===== config.mk =====
export PLATFORM = sky130hd
export DESIGN_NAME = lat_tester_ctrl
export DESIGN_NICKNAME = d
export VERILOG_FILES = /design/src/rtl/lat_tester_pkg.sv /design/src/rtl/lt_sensor_filter.sv /design/src/rtl/lat_tester_ctrl.sv
export SDC_FILE = /design/constraint.sdc
export NUM_CORES = 1
export LEC_CHECK = 0
export ABC_AREA = 1
export CAP_MARGIN = 40
export CORE_MARGIN = 5
export CORE_UTILIZATION = 50
export CTS_BUF_LIST = sky130_fd_sc_hd__clkbuf_16
export DETAILED_ROUTE_END_ITERATION = 16
export PLACE_DENSITY_LB_ADDON = 0.2
export SLEW_MARGIN = 10
export SYNTH_ARGS = -nofsm -noshare
export SYNTH_HDL_FRONTEND = slang
export SYNTH_SLANG_ARGS = --single-unit

===== constraint.sdc =====
create_clock -name clk27 -period 4.4 [get_ports clk27]
set_input_delay 0.88 -clock clk27 [delete_from_list [all_inputs] [get_ports clk27]]
set_output_delay 0.88 -clock clk27 [all_outputs]
set_load 0.01 [all_outputs]

===== src/rtl/lat_tester_pkg.sv =====
// Shared definitions for the latency tester: FSM encoding, box position codes,
// box geometry divisors and default limits.
package lat_tester_pkg;

  localparam int unsigned LT_CNT_W = 24;

  // 0.5 s at 27 MHz
  localparam logic [23:0] LT_TIMEOUT_DEFAULT  = 24'd13500000;
  localparam logic [7:0]  LT_DEBOUNCE_DEFAULT = 8'd16;

  localparam logic [1:0] LT_POS_CENTER = 2'd0;
  localparam logic [1:0] LT_POS_LEFT   = 2'd1;
  localparam logic [1:0] LT_POS_RIGHT  = 2'd2;
  localparam logic [1:0] LT_POS_TOP    = 2'd3;

  // Box size as a fraction of the active picture
  localparam int unsigned LT_WIDTH_DIV  = 4;
  localparam int unsigned LT_HEIGHT_DIV = 4;

  typedef enum logic [2:0] {
    LT_IDLE       = 3'd0,
    LT_WAIT_FRAME = 3'd1,
    LT_MEASURE    = 3'd2,
    LT_RELEASE    = 3'd3,
    LT_DONE       = 3'd4
  } lt_state_e;

endpackage


===== src/rtl/lt_sensor_filter.sv =====
// Photodiode input conditioning: two-flop synchroniser, inversion to active-high,
// optional debounce selected by LT_SENSOR_DEBOUNCE_EN.
module lt_sensor_filter
  import lat_tester_pkg::*;
#(
  parameter logic [7:0] DEBOUNCE_LEN = LT_DEBOUNCE_DEFAULT
) (
  input  logic clk27,
  input  logic reset_n,
  input  logic i_sensor_n,
  output logic o_sensor_on
);

  logic r_sync1;
  logic r_sync2;

  // Inverting before the first flop keeps the reset value meaning "no light"
  always_ff @(posedge clk27 or negedge reset_n) begin
    if (!reset_n) begin
      r_sync1 <= 1'b0;
      r_sync2 <= 1'b0;
    end else begin
      r_sync1 <= ~i_sensor_n;
      r_sync2 <= r_sync1;
    end
  end

`ifdef LT_SENSOR_DEBOUNCE_EN
  localparam bit DEBOUNCE_ON = 1'b1;
`else
  localparam bit DEBOUNCE_ON = 1'b0;
`endif

  generate
    if (DEBOUNCE_ON && (DEBOUNCE_LEN != 8'd0)) begin : g_debounce
      logic [7:0] r_run;
      logic       r_filt;

      // Flip only after DEBOUNCE_LEN consecutive disagreeing samples
      always_ff @(posedge clk27 or negedge reset_n) begin
        if (!reset_n) begin
          r_run  <= 8'd0;
          r_filt <= 1'b0;
        end else if (r_sync2 == r_filt) begin
          r_run <= 8'd0;
        end else if (r_run == (DEBOUNCE_LEN - 8'd1)) begin
          r_run  <= 8'd0;
          r_filt <= r_sync2;
        end else begin
          r_run <= r_run + 8'd1;
        end
      end

      assign o_sensor_on = r_filt;
    end else begin : g_bypass
      assign o_sensor_on = r_sync2;
    end
  endgenerate

endmodule


===== src/rtl/lat_tester_ctrl.sv =====
// Display latency tester controller: draws a box from a frame start and counts
// clk27 cycles until the photodiode sees it (lat) and releases (stb).
// Sensor debounce is enabled by defining LT_SENSOR_DEBOUNCE_EN.
module lat_tester_ctrl
  import lat_tester_pkg::*;
#(
  parameter logic [23:0] TIMEOUT_CYCLES = LT_TIMEOUT_DEFAULT,
  parameter logic [7:0]  DEBOUNCE_LEN   = LT_DEBOUNCE_DEFAULT
) (
  input  logic        clk27,
  input  logic        reset_n,
  input  logic        start,
  input  logic        abort,
  input  logic [1:0]  mode_in,
  input  logic        VSYNC_in,
  input  logic        sensor_n,
  output logic        lt_active,
  output logic [1:0]  lt_mode,
  output logic        busy,
  output logic        done,
  output logic        timeout,
  output logic        sensor_err,
  output logic [23:0] lat_result,
  output logic [23:0] stb_result
);

  logic                w_sensor_on;
  logic                w_frame_start;
  logic                w_cnt_at_limit;
  logic                r_vsync_d;
  logic [LT_CNT_W-1:0] r_cnt;
  lt_state_e           r_state;

  lt_sensor_filter #(
    .DEBOUNCE_LEN (DEBOUNCE_LEN)
  ) u_sensor_filter (
    .clk27       (clk27),
    .reset_n     (reset_n),
    .i_sensor_n  (sensor_n),
    .o_sensor_on (w_sensor_on)
  );

  // VSYNC is negative polarity; its falling edge marks the frame start
  assign w_frame_start  = r_vsync_d & ~VSYNC_in;
  assign w_cnt_at_limit = (r_cnt == (TIMEOUT_CYCLES - 24'd1));

  always_ff @(posedge clk27 or negedge reset_n) begin
    if (!reset_n) begin
      r_state    <= LT_IDLE;
      r_vsync_d  <= 1'b0;
      r_cnt      <= '0;
      lt_active  <= 1'b0;
      lt_mode    <= 2'd0;
      busy       <= 1'b0;
      done       <= 1'b0;
      timeout    <= 1'b0;
      sensor_err <= 1'b0;
      lat_result <= '0;
      stb_result <= '0;
    end else begin
      r_vsync_d <= VSYNC_in;
      done      <= 1'b0;
      if (abort) begin
        r_state   <= LT_IDLE;
        lt_active <= 1'b0;
        busy      <= 1'b0;
      end else begin
        case (r_state)
          LT_IDLE: begin
            if (start) begin
              lt_mode    <= mode_in;
              timeout    <= 1'b0;
              sensor_err <= 1'b0;
              busy       <= 1'b1;
              r_state    <= LT_WAIT_FRAME;
            end
          end
          LT_WAIT_FRAME: begin
            if (w_frame_start) begin
              if (w_sensor_on) begin
                sensor_err <= 1'b1;
                done       <= 1'b1;
                r_state    <= LT_DONE;
              end else begin
                lt_active <= 1'b1;
                r_cnt     <= '0;
                r_state   <= LT_MEASURE;
              end
            end
          end
          // Sensor event takes priority over the timeout limit
          LT_MEASURE: begin
            r_cnt <= r_cnt + 24'd1;
            if (w_sensor_on) begin
              lat_result <= r_cnt;
              lt_active  <= 1'b0;
              r_cnt      <= '0;
              r_state    <= LT_RELEASE;
            end else if (w_cnt_at_limit) begin
              timeout   <= 1'b1;
              lt_active <= 1'b0;
              done      <= 1'b1;
              r_state   <= LT_DONE;
            end
          end
          LT_RELEASE: begin
            r_cnt <= r_cnt + 24'd1;
            if (!w_sensor_on) begin
              stb_result <= r_cnt;
              done       <= 1'b1;
              r_state    <= LT_DONE;
            end else if (w_cnt_at_limit) begin
              timeout <= 1'b1;
              done    <= 1'b1;
              r_state <= LT_DONE;
            end
          end
          LT_DONE: begin
            busy    <= 1'b0;
            r_state <= LT_IDLE;
          end
          default: begin
            lt_active <= 1'b0;
            busy      <= 1'b0;
            r_state   <= LT_IDLE;
          end
        endcase
      end
    end
  end

endmodule


==> metrics.md, run 1 <==
| Metric | Value |
|---|---|
| Number of cells on the critical path | `5` |
| Peak VDD IR | `0.2685 mV` |
| Cell variety after synth | `29` |
| Flops & latches, synth | `85` |
| Commonest cells in the netlist | `138 x nand2_1, 85 x dfrtp_1, 55 x inv_1` |
| Area of the multi-input gates | `1510 µm²` |
| Setup bufs post-CTS | `0` |
| H-tree depth | `3` |
| Launching element type of the critical path | `input port` |
| Syn Area/Cell | `8.100 µm²` |
| CORE AREA | `7727 µm²` |
| Layout area overhead | `25.19%` |
| Reg2Reg Depth | `7` |
| Routed WL per cell | `13.73 µm` |
| HPWL after DPL | `6515 µm` |
| Final WS setup | `1.795 ns` |
| Synth area leader | `dfrtp_1` |
| Crit end category | `register` |
| Mapped cell area | `3969 µm²` |
| Crit path max fanout | `28` |
| Max clock buf depth | `2` |
| WHS Path Cells | `0` |
| DR pass1 iterations | `4` |
| Largest net degree at the start of global routing | `65` |
| Die ar. | `9820 µm²` |
| Status | `completed` |
| PwrDens | `480.3 nW/µm²` |
| Worst EP required | `4.61 ns` |
| All-Layer GR Usage | `0.1999` |
| Final Util | `0.6430` |
| Syn_nets | `499` |
| Max-cap violations | `0` |
| Ys flop type | `dfrtp_1` |
| Worst Hold Class | `reg -> reg` |
| Port buffer count | `62` |
| Static Leak | `2.295 nW` |
| Routed wire length | `9045 µm` |
| Placement Rows | `32` |
| CP delay by family, top | `buffers and inverters` |
| Post-synthesis sequential area ratio | `0.5359` |
| Storage cell area | `2127 µm²` |
| Synth warn | `0` |
| Launch point of the worst path | `abort` |
| Die height | `99.10 µm` |
| Setup violations, final | `0` |
| Placed cells | `643` |
| GR Overflow Total | `0` |
| # diodes | `0` |
| DR iter-0 viols | `217` |
| DIE WIDTH | `99.10 µm` |
| Layout Skew | `0.004835 ns` |
| Via density per instance | `5.077` |
| CTS tree | `done` |
| Worst-path cell chain | `clkdlybuf4s50_1, clkinv_1, nand3_1, buf_4, o21ai_0` |
| Yosys top cell area share | `0.5359` |
| Crit path time final | `2.605 ns` |
| RR Startpoint | `r_state[2]` |
| Critical path buffer and inverter count | `3` |
| # hold bufs at CTS | `0` |
| Reg-to-Reg End | `stb_result[3]` |
| PostCTS Resize Cnt | `0` |
| Via Count | `3,346` |
| TNS Setup | `0 ns` |
| Area contributors post-synth | `dfrtp_1 54%, nand2_1 13%, o21ai_0 6.7%` |
| Reg clk slew, reported paths | `0.06 ns` |
| Worst-Margin Slew | `0.7494 ns` |
| Post-synth EDFFs | `0` |
| Slew Limit Fails | `0` |
| Worst stage delay on the critical path | `0.62 ns` |
| Root Buffer | `clkbuf_16` |
| Syn Inst Count | `490` |
| Pre-CTS setup slack | `1.459 ns` |
| Clk_lat worst skew | `0.34 ns` |
| First-pass GRT wire length | `16,000 µm` |
| NumNets Final | `561` |
| Reg2Reg Setup Slack | `2.26 ns` |
| RD Place Congestion | `0.9368` |
| Critical path's slowest cell | `nand3_1` |
| Num ports | `63` |
| CP Capture Point | `stb_result[1]` |
| Crit path kind | `in -> reg` |
| Initial Util | `0.5136` |
| Fillers | `659` |
| Async S/R FF share, synth | `1.000` |
| Antenna violations before repair | `0` |
| Final Hold Fails | `0` |
| Post-route ant nets | `0` |
| CTS Buf Count | `9` |
| Post-layout instance count excluding filler cells | `659` |
| Unrepaired setup endpoints after global routing | `false` |
| Count leader, synth | `nand2_1` |
| Slew Limit Headroom | `0.4990` |
| DR DRC count | `0` |
| Layout cells sized above 1 | `0.06463` |
| Vias in the first global route | `3,430` |
| Post-route clock period utilization | `0.5921` |
| Fmax | `383.9 MHz` |
| Crit path DAT | `2.82 ns` |
| Clock sink count | `85` |
-- cell usage in the layout (no fill, tap or decap), drive strengths merged --
cell and n:
nor3 12, o21ai 60, inv 59, nand4 13, buf 4, and2 1
nand3 30, a21oi 12, nand2 141, dfrtp 85, a31oi 1, ha 1
o31ai 1, nor2 57, clkdlybuf4s50 61, clkbuf 9, o2111ai 1, clkinv 6
o21a 1, bufinv 2
-- final cells by class --
type	instances	share of cell area
tap	102	0.02569
multi-input combinational	331	0.3040
sequential	85	0.4281
clock inverter	7	0.01813
timing repair buffer	65	0.1330
clock buffer	9	0.04533
inverter	60	0.04583
-- where the power goes --
part	internal [mW]	switching [mW]	leakage, nW
sequential	0.916	0.101	1.16
clock	0.494	0.302	0.154
combinational	0.266	0.307	0.981
total	1.68	0.710	2.29
-- cell families (layout without fill, tap and decap cells) --
kind of cell               Yosys count  after routing  share of synthesized area
DFF                                 85             85                     0.5359
and+or+nand+nor                    254            254                     0.2781
buffers and inverters               74            141                    0.08354
adders and majority gates            1              1                   0.003152
AOI/OAI and AO/OA                   76             76                    0.09931
-- stage by stage --
| step | cell area (µm²) | hold WS, ns | power (mW) |
|---|---|---|---|
| CTS | 4969 | 0.3514 | 2.404 |
| finish | 4969 | 0.3487 | 2.386 |
| global placement | 4626 | 0.3342 | 1.584 |
| floorplan | 3969 | 0.3312 | 1.327 |
| detailed placement | 4653 | 0.3379 | 1.606 |
| global route | 4969 | 0.3535 | 2.518 |
-- layer usage --
layer / global-route usage / routed length (µm)
met4: 0.06828 / 138
met2: 0.3218 / 4275
met3: 0.04208 / 511
met1: 0.2703 / 4119
met5: 0 / 0
-- state kept, by name (all words and copies together), names as in the netlist --
register	flops
lat_result	24
done	1
timeout	1
u_sensor_filter.r_sync1	1
sensor_err	1
stb_result	24
r_state	3
busy	1
lt_active	1
lt_mode	2
r_cnt	24
r_vsync_d	1
u_sensor_filter.o_sensor_on	1
-- worst register-to-register path: stages (launching register included) --
cell,delay [ns]
dfrtp_1,0.41
inv_2,0.10
nand2_2,0.12
nor2_1,0.19
nand3_1,0.57
buf_4,0.46
nand2_1,0.09
o21ai_0,0.08
-- worst min path at each step --
stage / start / end / slack, ns
after floorplan: u_sensor_filter.r_sync1 / u_sensor_filter.o_sensor_on / 0.33
after global placement: u_sensor_filter.r_sync1 / u_sensor_filter.o_sensor_on / 0.33
after detailed placement: u_sensor_filter.r_sync1 / u_sensor_filter.o_sensor_on / 0.34
after CTS: u_sensor_filter.r_sync1 / u_sensor_filter.o_sensor_on / 0.35
after global routing: u_sensor_filter.r_sync1 / u_sensor_filter.o_sensor_on / 0.35
final: u_sensor_filter.r_sync1 / u_sensor_filter.o_sensor_on / 0.35
Note: power is estimated with default switching activity, not from simulation.
==> run 2, diff against run 1 <==
==> constraint.sdc (replaced) <==
create_clock -name clk27 -period 2.4 [get_ports clk27]
set_input_delay 0.48 -clock clk27 [delete_from_list [all_inputs] [get_ports clk27]]
set_output_delay 0.48 -clock clk27 [all_outputs]
set_load 0.01 [all_outputs]
==> run 2 against run 1 <==
Net effect:
- via count grew 2.9%
- sequential power grew 83%
- power grew 88%
- first-iteration DRC count grew 21%
- sequential share of layout area shrank 0.40 points
- critical path depth grew 2
- global-route usage is essentially flat
- design area grew 0.93%
- worst setup slack lost 1.3 ns
- largest cell class unchanged
- highest routed layer unchanged
==> metrics.md, run 2 (synthesized netlist as in run 1, its figures left out) <==
| Metric | Value |
|---|---|
| Status | `completed` |
| HPWL after DPL | `6471 µm (-0.68%)` |
| Placed cells | `644 (+0.16%)` |
| Via density per instance | `5.225 (+2.9%)` |
| Routed wire length | `9109 µm (+0.71%)` |
| Die height | `99.10 µm (unchanged)` |
| DRT met1 WL | `4041 µm (-1.9%)` |
| Static Leak | `2.318 nW (+1.0%)` |
| PostCTS Resize Cnt | `0 (unchanged)` |
| Crit path max fanout | `17 (-39%)` |
| Num ports | `63 (unchanged)` |
| Top sig layer | `met4` |
| Final Util | `0.6490 (+0.005991)` |
| All-Layer GR Usage | `0.2000 (about the same)` |
| Fmax | `525.6 MHz` |
| Post-route clock period utilization | `0.7928` |
| Slew Limit Fails | `0 (unchanged)` |
| Vias in the first global route | `3,352 (-2.3%)` |
| Post-route ant nets | `0 (unchanged)` |
| TNS Setup | `0 ns (unchanged)` |
| Most frequent cells in the layout | `138 x nand2_1, 85 x dfrtp_1, 61 x clkdlybuf4s50_1, 55 x inv_1, 53 x o21ai_0` |
| CTS Buf Count | `9 (unchanged)` |
| Root Buffer | `clkbuf_16` |
| Launching element type of the critical path | `input port` |
| Clk_lat worst skew | `0.33 ns (about the same)` |
| # hold bufs at CTS | `0 (unchanged)` |
| Initial Util | `0.5136 (unchanged)` |
| Routed WL per cell | `13.82 µm (+0.71%)` |
| Met2 wire length | `4346 µm (+1.7%)` |
| Worst-Margin Slew | `0.6250 ns (-0.1243 ns)` |
| Die ar. | `9820 µm² (unchanged)` |
| Placement Rows | `32 (unchanged)` |
| Reg2Reg Setup Slack | `0.64 ns (-1.62 ns)` |
| Worst Hold Class | `in -> async` |
| Largest registers | `lat_result x24, r_cnt x24, stb_result x24` |
| Final WS setup | `0.4974 ns (-1.298 ns)` |
| Layout Skew | `0.005310 ns (+0.0004753 ns)` |
| Total power draw | `4.492 mW (+88%)` |
| Crit path DAT | `2.16 ns (-0.66 ns)` |
| Unrepaired setup endpoints after global routing | `false` |
| Layout area overhead | `26.36%` |
| Via Count | `3,443 (+2.9%)` |
| Antenna violations before repair | `0 (unchanged)` |
| Critical path's slowest cell | `clkdlybuf4s50_1` |
| CORE AREA | `7727 µm² (unchanged)` |
| RD Place Congestion | `0.9287 (-0.86%)` |
| Final Hold Fails | `0 (unchanged)` |
| DR DRC count | `0 (unchanged)` |
| Post-layout instance count excluding filler cells | `659 (unchanged)` |
| Met3 WL post-DR | `549 µm (+7.4%)` |
| Clock sink count | `85 (unchanged)` |
| NumNets Final | `562 (+0.18%)` |
| Max clock buf depth | `2 (unchanged)` |
| Worst EP required | `2.66 ns (-1.95 ns)` |
| # diodes | `0 (unchanged)` |
| Peak VDD IR | `0.4465 mV (+66%)` |
| Reg-to-Reg End | `r_cnt[6]` |
| Reg2Reg Depth | `8 (+1)` |
| RR Startpoint | `r_state[0]` |
| First-pass GRT wire length | `15,860 µm (-0.91%)` |
| CTS tree | `done` |
| H-tree depth | `3 (unchanged)` |
| DR pass1 iterations | `5 (+1)` |
| Layout cells sized above 1 | `0.06643 (+0.001795)` |
| Port buffer count | `62 (unchanged)` |
| Crit end category | `register` |
| DR iter-0 viols | `263 (+21%)` |
| PwrDens | `895.7 nW/µm² (+86%)` |
| Slew Limit Headroom | `0.5833 (+0.08430)` |
| Max-cap violations | `0 (unchanged)` |
| Worst stage delay on the critical path | `0.53 ns (-0.09 ns)` |
| Commonest non-fill, non-tap cell in the layout | `nand2_1` |
| Crit path kind | `in -> reg` |
| Pre-CTS setup slack | `0.2006 ns (-1.258 ns)` |
| Setup bufs post-CTS | `0 (unchanged)` |
| Worst-path cell chain | `clkdlybuf4s50_1, clkinv_1, nand3_4, nor2_4, inv_4, o21ai_0, a21oi_1` |
| DIE WIDTH | `99.10 µm (unchanged)` |
| Setup violations, final | `0 (unchanged)` |
| Crit path time final | `1.903 ns` |
| Reg clk slew, reported paths | `0.06 ns (about the same)` |
| Largest net degree at the start of global routing | `50 (-23%)` |
| GR Overflow Total | `0 (unchanged)` |
## run 2: cell count changes in the layout (fill, tap and decap cells not counted), sizes merged
cell and change:
clkinv -3, inv +1, buf +1, bufinv +1
## run 2: critical path: cells and delay by family
kind                   cells  cell delay (ns)
AOI/OAI and AO/OA          2             0.27
buffers and inverters      3             0.99
and+or+nand+nor            2             0.41
## run 2: layout make-up
type | count | area (µm²)
tap | 102 | 127.6
clock inverter | 6 | 111.4
clock buffer | 9 | 225.2
timing repair buffer | 66 | 685.7
sequential | 85 | 2127
multi-input combinational | 331 | 1510
inverter | 60 | 227.7
fill | 646 | 2713
## run 2: how the worst max path moves through the flow
| stage | from | to | slack, ns | depth (start not counted) |
|---|---|---|---|---|
| final | abort | r_cnt[6] | 0.50 | 7 |
| after global placement | abort | r_cnt[14] | 0.32 | 9 |
| after floorplan | r_state[2] | lat_result[16] | 0.99 | 10 |
| after global routing | abort | r_cnt[6] | 0.37 | 7 |
| after detailed placement | abort | r_cnt[6] | 0.20 | 7 |
| after CTS | abort | r_cnt[6] | 0.55 | 7 |
## run 2: where the power goes
group	internal (mW)	switching [mW]	leakage (nW)	total [mW]
Sequential	1.68	0.191	1.16	1.87
Clock	1.01	0.550	0.164	1.56
Combinational	0.491	0.568	0.995	1.06
## run 2: stage by stage
| step | instance area [µm²] | hold WS, ns |
|---|---|---|
| floorplan | 3969 | 0.1844 |
| global placement | 4678 | 0.3342 |
| detailed placement | 4678 | 0.3441 |
| CTS | 5015 | 0.1892 |
| global route | 5015 | 0.2212 |
| finish | 5015 | 0.1573 |
## run 2: metal layers
layer | vias up | track usage
met3 | 18 | 0.04769
met2 | 109 | 0.3192
li1 | 1696 | -
met1 | 1620 | 0.2673
met5 | - | 0
met4 | 0 | 0.07248
==> run 3, diff against run 2 <==
--- a/config.mk
+++ b/config.mk
@@ -8,7 +8,7 @@
 export ABC_AREA = 1
 export CAP_MARGIN = 40
 export CORE_MARGIN = 5
-export CORE_UTILIZATION = 50
+export CORE_UTILIZATION = 48
 export CTS_BUF_LIST = sky130_fd_sc_hd__clkbuf_16
 export DETAILED_ROUTE_END_ITERATION = 16
 export PLACE_DENSITY_LB_ADDON = 0.2
==> constraint.sdc (replaced) <==
create_clock -name clk27 -period 1.6 [get_ports clk27]
set_input_delay 0.32 -clock clk27 [delete_from_list [all_inputs] [get_ports clk27]]
set_output_delay 0.32 -clock clk27 [all_outputs]
set_load 0.01 [all_outputs]
==> run 3 against run 2 <==
Net effect:
- die area is 3.7% higher
- power grew 45%
- via count rose by 3.6%
- clock skew about the same
- first-iteration DRC count decreased by 2.7%
- critical endpoint is now stb_result[17]
- largest cell class unchanged
==> metrics.md, run 3 (synthesized netlist as in run 1, its figures left out) <==
| Metric | Value |
|---|---|
| CORE AREA | `8134 µm² (+5.3%)` |
| Launching element type of the critical path | `register` |
| TNS Setup | `0 ns (unchanged)` |
| Layout Skew | `0.005145 ns (-0.0001654 ns)` |
| Layout cells sized above 1 | `0.1370 (+0.07056)` |
| Routed wire length | `9580 µm (+5.2%)` |
| DR pass1 iterations | `5 (unchanged)` |
| # diodes | `0 (unchanged)` |
| Routed WL per cell | `13.90 µm (+0.59%)` |
| Via Count | `3,567 (+3.6%)` |
| Crit path DAT | `1.25 ns (-0.91 ns)` |
| Final Hold Fails | `0 (unchanged)` |
| All-Layer GR Usage | `0.1979 (-0.002081)` |
| CP delay by family, top | `buffers and inverters` |
| Slew Limit Headroom | `0.7454 (+0.1620)` |
| Placement Rows | `33 (+3.1%)` |
| Worst stage delay on the critical path | `0.55 ns (+0.02 ns)` |
| Worst EP required | `1.28 ns (-1.38 ns)` |
| RD Place Congestion | `0.9330 (+0.46%)` |
| H-tree depth | `3 (unchanged)` |
| Reg clk slew, reported paths | `0.06 ns (about the same)` |
| Clock sink count | `85 (unchanged)` |
| Max-cap violations | `0 (unchanged)` |
| First-pass GRT wire length | `16,070 µm (+1.3%)` |
| Max clock buf depth | `2 (unchanged)` |
| Clk_lat worst skew | `0.33 ns (about the same)` |
| HPWL after DPL | `6897 µm (+6.6%)` |
| Setup violations, final | `0 (unchanged)` |
| Unrepaired setup endpoints after global routing | `true` |
| Most frequent cells in the layout | `134 x nand2_1, 82 x dfrtp_1, 56 x clkdlybuf4s50_1, 54 x inv_1, 47 x o21ai_0` |
| DR iter-0 viols | `256 (-2.7%)` |
| GR Overflow Total | `0 (unchanged)` |
| CTS Buf Count | `9 (unchanged)` |
| Die height | `100.9 µm (+1.9%)` |
| PwrDens | `1232 nW/µm² (+38%)` |
| Status | `completed` |
| Crit path time final | `1.572 ns` |
| Root Buffer | `clkbuf_16` |
| Num ports | `63 (unchanged)` |
| Worst-path cell chain | `clkdlybuf4s50_1` |
| Slew Limit Fails | `0 (unchanged)` |
| Antenna violations before repair | `0 (unchanged)` |
| Largest registers | `lat_result x24, r_cnt x24, stb_result x24` |
| Critical path buffer and inverter count | `1 (-2)` |
| Die ar. | `10,190 µm² (+3.7%)` |
| Fmax | `636.1 MHz` |
| Static Leak | `2.499 nW (+7.8%)` |
| Worst-Margin Slew | `0.3820 ns (-0.2431 ns)` |
| Crit end category | `output pin` |
| Layout area overhead | `32.82%` |
| Via density per instance | `5.177 (-0.91%)` |
| Initial Util | `0.4879 (-0.02568)` |
| Crit path kind | `reg -> out` |
| Commonest non-fill, non-tap cell in the layout | `nand2_1` |
| Vias in the first global route | `3,421 (+2.1%)` |
| NumNets Final | `588 (+4.6%)` |
| Critical path's slowest cell | `clkdlybuf4s50_1` |
| DR DRC count | `0 (unchanged)` |
| Post-route clock period utilization | `0.9826` |
| DIE WIDTH | `100.9 µm (+1.9%)` |
| Largest net degree at the start of global routing | `33 (-34%)` |
| Post-route ant nets | `0 (unchanged)` |
| Total power draw | `6.496 mW (+45%)` |
| Port buffer count | `62 (unchanged)` |
| Crit path max fanout | `2 (-15)` |
| Peak VDD IR | `0.5958 mV (+33%)` |
| CTS tree | `done` |
| Worst Hold Class | `reg -> reg` |
run 3: final timing paths:
check                                   startpoint                     endpoint  slack [ns]  cells past startpoint
max in group asynchronous                  reset_n                     r_cnt[0]        0.66                      3
min in group asynchronous                  reset_n                stb_result[3]        0.44                      2
max reg2reg                             r_state[2]                     r_cnt[5]        0.04                      8
min reg2reg                u_sensor_filter.r_sync1  u_sensor_filter.o_sensor_on        0.35                      0
min                        u_sensor_filter.r_sync1  u_sensor_filter.o_sensor_on        0.35                      0
max                                 stb_result[17]               stb_result[17]        0.03                      1
run 3: per-stage QoR:
stage          setup slack (ns)  hold WS [ns]  area (µm²)    util  std cells
2_1_floorplan            0.1867       0.02441        3969       -        490
3_3_place_gp            -0.2086        0.2635        4850  0.5962        666
3_5_place_dp            -0.2571        0.2667        4850  0.5962        666
4_1_cts                 0.01475        0.3527        5160  0.6344        686
5_1_grt                -0.07157        0.3695        5271  0.6481        689
6_report                0.02780        0.3506        5271  0.6481        689
run 3: timing repair:
| action | in CTS | in global routing |
|---|---|---|
| pin swaps | 1 | 3 |
| gates resized for setup | 2 | 33 |
| setup endpoints to repair | 3 | 74 |
| buffers inserted | 3 | 2 |
| hold endpoints to repair | 22 | 0 |
| hold buffers | 1 | 0 |
| gates cloned | 0 | 1 |
run 3: cell type report:
class / count / area (µm²)
well taps: 105 / 131.4
fillers: 708 / 2863
flip-flops and latches: 85 / 2131
inverters: 60 / 234.0
clock inverters: 7 / 48.80
repair buffers: 91 / 913.4
multi-input cells: 332 / 1588
clock buffers: 9 / 225.2
run 3: power breakdown:
group | switching (mW) | internal [mW]
sequential | 0.265 | 2.52
combinational | 0.948 | 0.855
clock | 0.851 | 1.06
total | 2.06 | 4.43
run 3: metal layers:
layer  global-route usage  wire, µm
met1               0.2746      4346
met2               0.3144      4485
met3              0.02976       522
met4              0.07566       225
met5                    0         0
